`src/rtl/popcount_acc_stream.sv`:
```
// Streaming popcount neuron: counts set bits per beat, accumulates a group
// delimited by in_last and compares the saturated total against a threshold.
module popcount_acc_stream #(
    parameter int N_IN     = 23,
    parameter int PIPE     = 1,
    parameter int ACC_W    = 8,
    parameter int DROP_LSB = 1
) (
    input  logic             clk,
    input  logic             rst_n,
    input  logic             in_valid,
    output logic             in_ready,
    input  logic [N_IN-1:0]  in_data,
    input  logic             in_last,
    input  logic             approx_en,
    input  logic [ACC_W-1:0] thresh,
    output logic             out_valid,
    input  logic             out_ready,
    output logic [ACC_W-1:0] out_count,
    output logic             out_fire,
    output logic             out_sat
);
    localparam int PC_W  = $clog2(N_IN + 1);
    localparam int HALF  = N_IN / 2;
    localparam int SUM_W = ((ACC_W > PC_W) ? ACC_W : PC_W) + 1;
    localparam logic [PC_W-1:0]  KEEP_MASK = {PC_W{1'b1}} << DROP_LSB;
    localparam logic [ACC_W-1:0] ACC_MAX   = {ACC_W{1'b1}};

    function automatic logic [PC_W-1:0] count_range(input logic [N_IN-1:0] d,
                                                     input int lo, input int hi);
        logic [PC_W-1:0] c;
        c = {PC_W{1'b0}};
        for (int i = 0; i < N_IN; i++) begin
            c = c + (((i >= lo) && (i < hi)) ? PC_W'(d[i]) : {PC_W{1'b0}});
        end
        return c;
    endfunction

    logic             adv;
    logic             take;
    logic             s1_valid, s1_approx, s1_last;
    logic [PC_W-1:0]  s1_lo, s1_hi, s1_pc;
    logic [ACC_W-1:0] s1_thresh;
    logic             s2_valid, s2_approx, s2_last;
    logic [PC_W-1:0]  s2_pc;
    logic [ACC_W-1:0] s2_thresh;

    logic [ACC_W-1:0] acc;
    logic             first;
    logic             sat_flag;
    logic [PC_W-1:0]  pc_eff;
    logic [ACC_W-1:0] base;
    logic [SUM_W-1:0] sum_ext;
    logic             ovf;
    logic [ACC_W-1:0] sum_sat;
    logic             sat_next;

    // The pipe only moves when the output register can take a new result.
    assign adv      = !(out_valid && !out_ready);
    assign in_ready = adv && rst_n;
    assign take     = in_valid && in_ready;

    generate
        if (PIPE >= 1) begin : g_s1_reg
            // First tree stage: half-width partial counts plus beat sideband.
            always_ff @(posedge clk or negedge rst_n) begin
                if (!rst_n) begin
                    s1_valid  <= 1'b0;
                    s1_approx <= 1'b0;
                    s1_last   <= 1'b0;
                    s1_lo     <= {PC_W{1'b0}};
                    s1_hi     <= {PC_W{1'b0}};
                    s1_thresh <= {ACC_W{1'b0}};
                end else if (adv) begin
                    s1_valid  <= take;
                    s1_approx <= approx_en;
                    s1_last   <= in_last;
                    s1_lo     <= count_range(in_data, 0, HALF);
                    s1_hi     <= count_range(in_data, HALF, N_IN);
                    s1_thresh <= thresh;
                end
            end
        end else begin : g_s1_comb
            assign s1_valid  = take;
            assign s1_approx = approx_en;
            assign s1_last   = in_last;
            assign s1_lo     = count_range(in_data, 0, HALF);
            assign s1_hi     = count_range(in_data, HALF, N_IN);
            assign s1_thresh = thresh;
        end
    endgenerate

    assign s1_pc = s1_lo + s1_hi;

    generate
        if (PIPE >= 2) begin : g_s2_reg
            // Second tree stage: registered full per-beat count.
            always_ff @(posedge clk or negedge rst_n) begin
                if (!rst_n) begin
                    s2_valid  <= 1'b0;
                    s2_approx <= 1'b0;
                    s2_last   <= 1'b0;
                    s2_pc     <= {PC_W{1'b0}};
                    s2_thresh <= {ACC_W{1'b0}};
                end else if (adv) begin
                    s2_valid  <= s1_valid;
                    s2_approx <= s1_approx;
                    s2_last   <= s1_last;
                    s2_pc     <= s1_pc;
                    s2_thresh <= s1_thresh;
                end
            end
        end else begin : g_s2_comb
            assign s2_valid  = s1_valid;
            assign s2_approx = s1_approx;
            assign s2_last   = s1_last;
            assign s2_pc     = s1_pc;
            assign s2_thresh = s1_thresh;
        end
    endgenerate

    // Saturating group sum; the first beat ignores whatever acc holds.
    always_comb begin
        pc_eff   = s2_approx ? (s2_pc & KEEP_MASK) : s2_pc;
        base     = first ? {ACC_W{1'b0}} : acc;
        sum_ext  = SUM_W'(base) + SUM_W'(pc_eff);
        ovf      = sum_ext > SUM_W'(ACC_MAX);
        sum_sat  = ovf ? ACC_MAX : sum_ext[ACC_W-1:0];
        sat_next = (first ? 1'b0 : sat_flag) | ovf;
    end

    // Accumulator and output register; last beat loads the result and rearms.
    always_ff @(posedge clk or negedge rst_n) begin
        if (!rst_n) begin
            acc       <= {ACC_W{1'b0}};
            first     <= 1'b1;
            sat_flag  <= 1'b0;
            out_valid <= 1'b0;
            out_count <= {ACC_W{1'b0}};
            out_fire  <= 1'b0;
            out_sat   <= 1'b0;
        end else if (adv) begin
            if (s2_valid && s2_last) begin
                out_count <= sum_sat;
                out_fire  <= (sum_sat >= s2_thresh);
                out_sat   <= sat_next;
                out_valid <= 1'b1;
                acc       <= {ACC_W{1'b0}};
                sat_flag  <= 1'b0;
                first     <= 1'b1;
            end else if (s2_valid) begin
                acc       <= sum_sat;
                sat_flag  <= sat_next;
                first     <= 1'b0;
                out_valid <= 1'b0;
            end else begin
                out_valid <= 1'b0;
            end
        end
    end
endmodule
```
`config.mk`:
```
export PLATFORM = sky130hd
export DESIGN_NAME = popcount_acc_stream
export DESIGN_NICKNAME = d
export VERILOG_FILES = /design/src/rtl/popcount_acc_stream.sv
export SDC_FILE = /design/constraint.sdc
export NUM_CORES = 1
export LEC_CHECK = 0
export CORE_MARGIN = 2
export CORE_UTILIZATION = 28
export DETAILED_ROUTE_END_ITERATION = 6
export DONT_BUFFER_PORTS = 1
export GPL_ROUTABILITY_DRIVEN = 0
export PLACE_DENSITY_LB_ADDON = 0.25
export REMOVE_ABC_BUFFERS = 1
export SKIP_CTS_REPAIR_TIMING = 1
export SKIP_LAST_GASP = 1
export SYNTH_ARGS = -nofsm -noshare
export SYNTH_HDL_FRONTEND = slang
export SYNTH_SLANG_ARGS = --single-unit
```
`constraint.sdc`:
```
create_clock -name clk -period 3.1 [get_ports clk]
set_input_delay 0.62 -clock clk [delete_from_list [all_inputs] [get_ports clk]]
set_output_delay 0.62 -clock clk [all_outputs]
set_load 0.1 [all_outputs]
```
# Word-level counts from Yosys, hierarchy flattened
# Cells that the tools add are included.
# totals
out_inout_bits	12
reg_bits	42
# op_classes
addsub	23
mux	11
reduce_logical	9
magnitude_cmp	2
bitwise	2
# ops
operator	count
$add A5 B1 Y5	13
$mux W8	4
$add A4 B1 Y5	2
$add A8 B5 Y9	1
$gt A9 B8 Y1 const B	1
$add A3 B1 Y4	2
$ge A8 B8 Y1	1
$mux W1	7
$add A2 B1 Y3	2
$add A5 B5 Y5	1
$add A1 B1 Y2	2
$logic_and A1 B1 Y1	4
$reduce_and A2 Y1	2
$logic_not A1 Y1	2
$reduce_bool A2 Y1	1
$not A1 Y1	1
$or A1 B1 Y1	1

# Depth between registers and ports, before layout
# Gate-level depths: netlist of run 1.
# depth
ltp_word	11
depth_mapped	18

# Least setup slack after synthesis of run 1
# OpenSTA, ideal clock, no wires.
# synth_path
path_type	input to register
from	input port in_data[11]
to	register s1_hi[2]
t_arrival_ns	3.416
stages	11
slack_ns	-0.394
setup_time_ns	0.077
t_required_ns	3.023
path_cell_list	fa_1 -> inv_1 -> fa_1 -> fa_1 -> fa_1 -> inv_1 -> ha_1 -> inv_1 -> fa_1 -> xor2_1 -> a21oi_1
# synth_via
elab_chain_len	11
# synth_lines
element	line	text
from (decl)	13	input logic [N_IN-1:0] in_data,
$add A1 B1 Y2	34	c = c + (((i >= lo) && (i < hi)) ? PC_W'(d[i]) : {PC_W{1'b0}});
$add A2 B1 Y3	34	
$add A3 B1 Y4	34	
$add A4 B1 Y5	34	
$add A5 B1 Y5 (7 in a row)	34	
to (signal assigned)	72	s1_hi <= {PC_W{1'b0}};
to (signal assigned)	79	s1_hi <= count_range(in_data, HALF, N_IN);
to (decl)	42	logic [PC_W-1:0] s1_lo, s1_hi, s1_pc;
# Every way passes these cells.
# A chain may end at the register's enable or synchronous reset.

# Worst setup path in the final report of run 1
# layout_path
from	register s1_hi[0]
to	register out_fire
# layout_via
elab_chain_len	6
# layout_lines
element	line	text
$add A5 B5 Y5 (*)	93	assign s1_pc = s1_lo + s1_hi;
$mux W1	124	pc_eff = s2_approx ? (s2_pc & KEEP_MASK) : s2_pc;
$add A8 B5 Y9 (*)	126	sum_ext = SUM_W'(base) + SUM_W'(pc_eff);
$gt A9 B8 Y1	127	ovf = sum_ext > SUM_W'(ACC_MAX);
$mux W8 (*)	128	sum_sat = ovf ? ACC_MAX : sum_ext[ACC_W-1:0];
named net sum_sat[5]	55	logic [ACC_W-1:0] sum_sat;
$ge A8 B8 Y1 (*)	145	out_fire <= (sum_sat >= s2_thresh);
to (signal assigned)	145	
to (decl)	20	output logic out_fire,
# The timed path passes the listed nets; every way through them passes the cells marked *.

==> run_results.csv, run 1 <==
group,metric,value,unit
sta,worstMarginPinSlew,0.915,ns
synthesis,ys_async_sr_fraction,1.00,
synthesis,ys_seq_area_frac,0.377,
finish,fin_util,0.359,
routing,avgViaCountPerCell,4.52,
finish,fin_nets,376,
synthesis,yosys_warnings,0,
synthesis,synth_edf_count,0,
grt,grt_pass1_wl,9350,µm
grt,grt_usage,0.117,
synthesis,ys_top_cells_by_area,"dfrtp_1 (37%), fa_1 (12%), ha_1 (10%)",
sta,layout_setup_ws,-0.212,ns
flow_run,cap_violations,0,
min_path,hold_path_class,"input port to async pin",
sta,setup_viol,3,
clocking,cts_max_path_buffers,2,
critical_path,r2r_end,"out_fire",
sta,final_max_slew_viol_count,0,
sta,finalCritPeriodShare,1.07,
clocking,htree_levels,2,
finish,drive_above_1_share,0.301,
place,place_hpwl,4270,µm
floorplanning,die-height,101,µm
floorplanning,start_util,0.287,
power_and_ir_drop,p_leak,1.56,nW
status,violations,"negative setup slack",
clocking,numClockSinks,40,
floorplanning,core,9240,µm²
sta,fin_crit,3.31,ns
critical_path,start_kind,"flop",
finish,fin_cells,431,
routing,wl_per_cell,13.7,µm
critical_path,timing.rr.start,"s1_hi[0]",
finish,nFillCells,928,
grt,grt_max_degree,43,
synthesis,synth_area,2660,µm²
sta,grt_setup_unrepaired,"yes",
floorplanning,die_w,101,µm
clocking,cts_tree,"built",
grt,antenna_found_initial,0,
synthesis,synth_area_leader_cell,"dfrtp_1",
power_and_ir_drop,p_per_area,1220,nW/µm²
routing,drtPass1Iterations,4,
power_and_ir_drop,irDropWorstVdd,0.560,mV
finish,final_common_cell,"dfrtp_1",
synthesis,ys_ff_latch,40,
sta,fin_worst_skew,0.0131,ns
clocking,clkTransAtPathRegs,0.09,ns
floorplanning,rows,35,
status,status,"complete, but fails checks",
floorplanning,die_area,10300,µm²
clocking,clk-insertion-delay-late,0.30,ns
sta,maxSlewHeadroom,0.390,
finish,syn_to_final_growth,25.1,%
critical_path,worstPathMaxFanout,3,
place,io_buffer_count,0,
critical_path,critPathLaunch,"s1_hi[0]",
critical_path,rr_worst_depth,15,
synthesis,synthDistinctLibCells,43,
critical_path,worstSetupEndpointType,"flop",
routing,ant_nets,0,
critical_path,critPathRequiredTime,3.30,ns
sta,final-hold-violation-count,0,
finish,n_antenna_cell,0,
synthesis,synth_top_area_frac,0.368,
critical_path,cp_data_arrival_time,3.51,ns
critical_path,worstSetupPathType,"flop to flop",
synthesis,synth_flop_cell,"dfrtp_1",
routing,drt_iter0_markers,32,
place,dp.cells,416,
synthesis,synth_cells,270,
grt,grt_pass1_vias,1928,
critical_path,critPathCapture,"out_fire",
routing,vias,1948,
routing,drcViolationCount,0,
sta,fmax,302,MHz
synthesis,postSynthAreaPerCell,9.83,µm²
clocking,clock-root-buffer,"clkbuf_8",
routing,totalWireLength,5920,µm
grt,grt-ovfl-total,0,
finish,most-common-layout-cells,"dfrtp_1 (39), inv_1 (35), buf_4 (32)",
clocking,numCtsBuffers,5,
floorplanning,io_pins,49,
critical_path,rrSetupSlack,-0.21,ns
==> cell families (layout without fill, tap and decap cells) <==
kind of cell               count (synthesis)  count (layout)  synth area share
buffers and inverters                     49              81            0.0697
muxes                                      8               8            0.0339
DFF                                       40              40             0.377
and+or+nand+nor                           68              68             0.120
xor gates and xnor gates                   7               7            0.0231
adders and majority gates                 38              38             0.224
AOI/OAI and AO/OA                         60              60             0.151
==> how the worst min path moves through the flow <==
stage | from | to | depth (start not counted)
floorplan | rst_n | acc[0] | 0
CTS | rst_n | out_count[1] | 0
detailed placement | rst_n | out_count[1] | 0
global route | rst_n | acc[3] | 0
global placement | rst_n | out_count[0] | 0
finish | rst_n | acc[5] | 0
==> where the power goes <==
part           switching (mW)  internal (mW)
sequential              0.536          0.689
combinational            1.20           1.25
clock                   0.195          0.180
==> sequential cells by signal (all words and copies together) (netlist names) <==
name       flops
acc            8
out_count      8
s1_last        1
out_fire       1
s1_valid       1
first          1
sat_flag       1
s1_lo          4
out_sat        1
s1_hi          4
s1_thresh      8
out_valid      1
s1_approx      1
==> through the flow <==
step                      hold slack, ns  TNS, ns  total power [mW]  setup WS (ns)  cell area [µm²]
after floorplan                    0.324    -1.86              2.47         -0.420             2620
after global placement             0.326    -2.34              3.21         -0.493             2990
after detailed placement           0.326    -2.39              3.24         -0.515             2990
after CTS                       -0.00670   -0.798              3.63         -0.528             3090
after global routing             0.00166   -0.860              4.40         -0.380             3320
final                             0.0184   -0.526              4.05         -0.212             3320
==> cell type report <==
| cell class | count | area (µm²) | area share |
|---|---|---|---|
| well taps | 129 | 161 | 0.0486 |
| multi-input cells | 181 | 1630 | 0.489 |
| flip-flops and latches | 40 | 1000 | 0.302 |
| clock buffers | 6 | 82.6 | 0.0249 |
| clock inverters | 2 | 15.0 | 0.00452 |
| repair buffers | 34 | 280 | 0.0844 |
| inverters | 39 | 154 | 0.0463 |
==> routing by layer <==
metal / global-route usage / vias to the layer above / share of wire
li1: - / 954 / -
met3: 0.0214 / 14 / 0.032
met1: 0.158 / 945 / 0.44
met5: 0 / - / 0
met4: 0.0437 / 0 / 0.025
met2: 0.186 / 35 / 0.50
==> worst max-delay path: stages (launching register included) <==
cell       delay (ns)
dfrtp_1          0.36
ha_2             0.18
inv_1            0.05
fa_2             0.52
inv_2            0.06
ha_4             0.24
a211o_4          0.33
o211ai_4         0.11
a21oi_2          0.10
xor2_1           0.20
nand2_1          0.14
ha_4             0.23
nor2b_1          0.15
a2111oi_4        0.25
o21ai_1          0.10
a22o_1           0.19
==> synth_stat cells, types with 2 or more instances <==
master,count
xnor2_1,4
fa_1,16
and2_1,2
nand2_1,28
or2_2,2
a211o_2,2
nor2_1,14
mux2_2,8
a21o_1,3
inv_1,39
nor2b_1,8
nand3_1,3
a31oi_1,2
nand2b_1,6
a21oi_1,17
o21ai_0,18
ha_1,22
a211oi_1,2
clkbuf_1,8
xor2_1,3
dfrtp_1,39
a22o_1,3
(Power assumes the default switching activity.)
==> run 2, diff against run 1 <==
- ABC_AREA: default -> 1
- CORE_UTILIZATION: 28 -> 55
==> run_results.csv, run 2 <==
group,metric,value,unit
sta,maxSlewHeadroom,0.398,
finish,final_common_cell,"nand2_1",
critical_path,critPathLaunch,"in_data[11]",
place,place_hpwl,4060,µm
synthesis,synth.cells.most_frequent,"nand2_1 (90), inv_1 (61), dfrtp_1 (39), ha_1 (22), nor2_1 (21)",
power_and_ir_drop,p_seq_frac,0.313,
finish,stdcell_area,3140,µm²
synthesis,synth_cells,334,
grt,grt_pass1_wl,8860,µm
finish,fin_util,0.656,
routing,avgViaCountPerCell,4.97,
min_path,hold_path_class,"input port to async pin",
synthesis,synth_area,2770,µm²
grt,grt_usage,0.208,
routing,totalWireLength,5250,µm
synthesis,ys_ff_latch,40,
sta,setup_viol,3,
critical_path,cp_data_arrival_time,3.40,ns
synthesis,post-synth-top-count-cell,"nand2_1",
synthesis,yosys_warnings,0,
clocking,clock-root-buffer,"clkbuf_8",
sta,final_max_slew_viol_count,0,
synthesis,ys_seq_area_frac,0.362,
synthesis,synth_flop_cell,"dfrtp_1",
critical_path,start_kind,"input port",
synthesis,synth_area_leader_cell,"dfrtp_1",
clocking,clkTransAtPathRegs,0.08,ns
sta,fin_worst_skew,0.00728,ns
sta,worstMarginPinSlew,0.903,ns
finish,fin_nets,435,
flow_run,cap_violations,0,
grt,grt-ovfl-total,0,
finish,top_regs,"acc: 8 flops, out_count: 8 flops, s1_thresh: 8 flops",
sta,finalCritPeriodShare,1.04,
status,status,"complete, but fails checks",
grt,grt_pass1_vias,2149,
finish,drive_above_1_share,0.163,
floorplanning,rows,25,
clocking,numCtsBuffers,5,
critical_path,r2r_end,"out_fire",
critical_path,rrSetupSlack,-0.06,ns
critical_path,worstSetupPathType,"input port to flop",
place,pre_cts_ws,-0.498,ns
routing,drcViolationCount,0,
grt,antenna_found_initial,0,
routing,ant_nets,0,
clocking,clk-insertion-delay-late,0.29,ns
critical_path,worstPathMaxFanout,2,
critical_path,critPathRequiredTime,3.27,ns
power_and_ir_drop,p_sw_frac,0.482,
sta,fin_crit,3.24,ns
finish,most-common-layout-cells,"nand2_1 (90), inv_1 (58), dfrtp_1 (39)",
clocking,numClockSinks,40,
clocking,htree_levels,2,
sta,whs,0.0146,ns
power_and_ir_drop,intPower,1.79,mW
sta,final-hold-violation-count,0,
place,io_buffer_count,0,
clocking,cts_max_path_buffers,2,
synthesis,synth_edf_count,0,
synthesis,synth_top_area_frac,0.352,
critical_path,rr_worst_depth,17,
critical_path,timing.rr.start,"s1_lo[0]",
sta,grt_setup_unrepaired,"yes",
critical_path,worstSetupEndpointType,"flop",
status,violations,"negative setup slack",
floorplanning,die_area,5620,µm²
power_and_ir_drop,p_per_area,1100,nW/µm²
place,dpl_cell_area,2970,µm²
power_and_ir_drop,p_leak,1.71,nW
routing,wl_per_cell,12.3,µm
routing,drt_iter0_markers,140,
synthesis,synthDistinctLibCells,29,
routing,vias,2128,
power_and_ir_drop,power_frac_comb,0.591,
floorplanning,io_pins,49,
floorplanning,die_w,75.0,µm
clocking,cts_tree,"built",
routing,drtPass1Iterations,5,
synthesis,ys_top_cells_by_area,"dfrtp_1 (35%), nand2_1 (12%), fa_1 (12%)",
finish,syn_to_final_growth,13.4,%
power_and_ir_drop,switchingPower,1.66,mW
synthesis,postSynthAreaPerCell,8.29,µm²
synthesis,ys_async_sr_fraction,1.00,
power_and_ir_drop,clkPwrFrac,0.096,
power_and_ir_drop,irDropWorstVdd,0.527,mV
floorplanning,die-height,75.0,µm
finish,n_antenna_cell,0,
grt,grt_max_degree,42,
floorplanning,start_util,0.579,
sta,fmax,309,MHz
sta,layout_setup_ws,-0.137,ns
floorplanning,core,4790,µm²
run 2: cell count changes after synthesis, moves of 8 or more:
cell	delta
a21oi_1	-8
inv_1	+22
mux2_2	-8
nand2_1	+62
nand3_1	+12
nor2b_1	-8
run 2: power by group through the flow:
stage	Clock, mW	Combinational, mW	Sequential (mW)
finish	0.333	2.04	1.08
global route	0.364	2.35	1.10
CTS	0.342	1.88	1.08
detailed placement	0	1.87	1.09
global placement	0	1.80	1.09
floorplan	0	1.22	1.08
run 2: stage by stage:
step | std cells | setup TNS [ns] | power [mW]
final | 428 | -0.329 | 3.45
after global routing | 428 | -0.780 | 3.81
after CTS | 424 | -0.551 | 3.30
after detailed placement | 416 | -1.89 | 2.96
after global placement | 416 | -1.66 | 2.89
after floorplan | 328 | -1.32 | 2.30
run 2: cell families (layout without fill, tap and decap cells):
logic type	after synthesis	in the layout	synth area share
adder cells (fa/ha/maj)	38	38	0.215
flip-flops	40	40	0.362
buffers and inverters	70	97	0.103
AO/OA/AOI/OAI	39	39	0.0768
AND/OR/NAND/NOR	142	142	0.228
XOR/XNOR	5	5	0.0158
run 2: how the worst max path moves through the flow:
stage,end
after floorplan,s1_hi[2]
after global placement,s1_hi[2]
after detailed placement,s1_hi[2]
after CTS,s1_hi[2]
after global routing,out_fire
final,s1_hi[1]
run 2: final cells by class:
type                       count  area (µm²)
timing repair buffer          25         196
multi-input combinational    224        1530
inverter                      64         250
sequential                    40        1000
clock buffer                   7        76.3
fill                         423        1650
clock inverter                 1        5.00
tap                           67        83.8
run 2: worst max-delay path: stages:
cell	delay (ns)
fa_1	0.51
inv_1	0.05
fa_1	0.44
fa_1	0.51
fa_1	0.40
inv_1	0.07
ha_2	0.18
inv_2	0.04
fa_2	0.52
o21ai_2	0.05
run 2: layer usage:
layer	vias to the layer above	GRT usage	share of wire
li1	1086	-	-
met2	38	0.358	0.51
met4	0	0.0774	0.016
met1	996	0.259	0.44
met3	8	0.0415	0.034
met5	-	0	0
==> run 3, diff against run 2 <==
- ABC_CLOCK_PERIOD_IN_PS: default -> 3100
==> results of run 3 <==
Same layout as run 2: the final DEF is identical, and so are final timing and power.
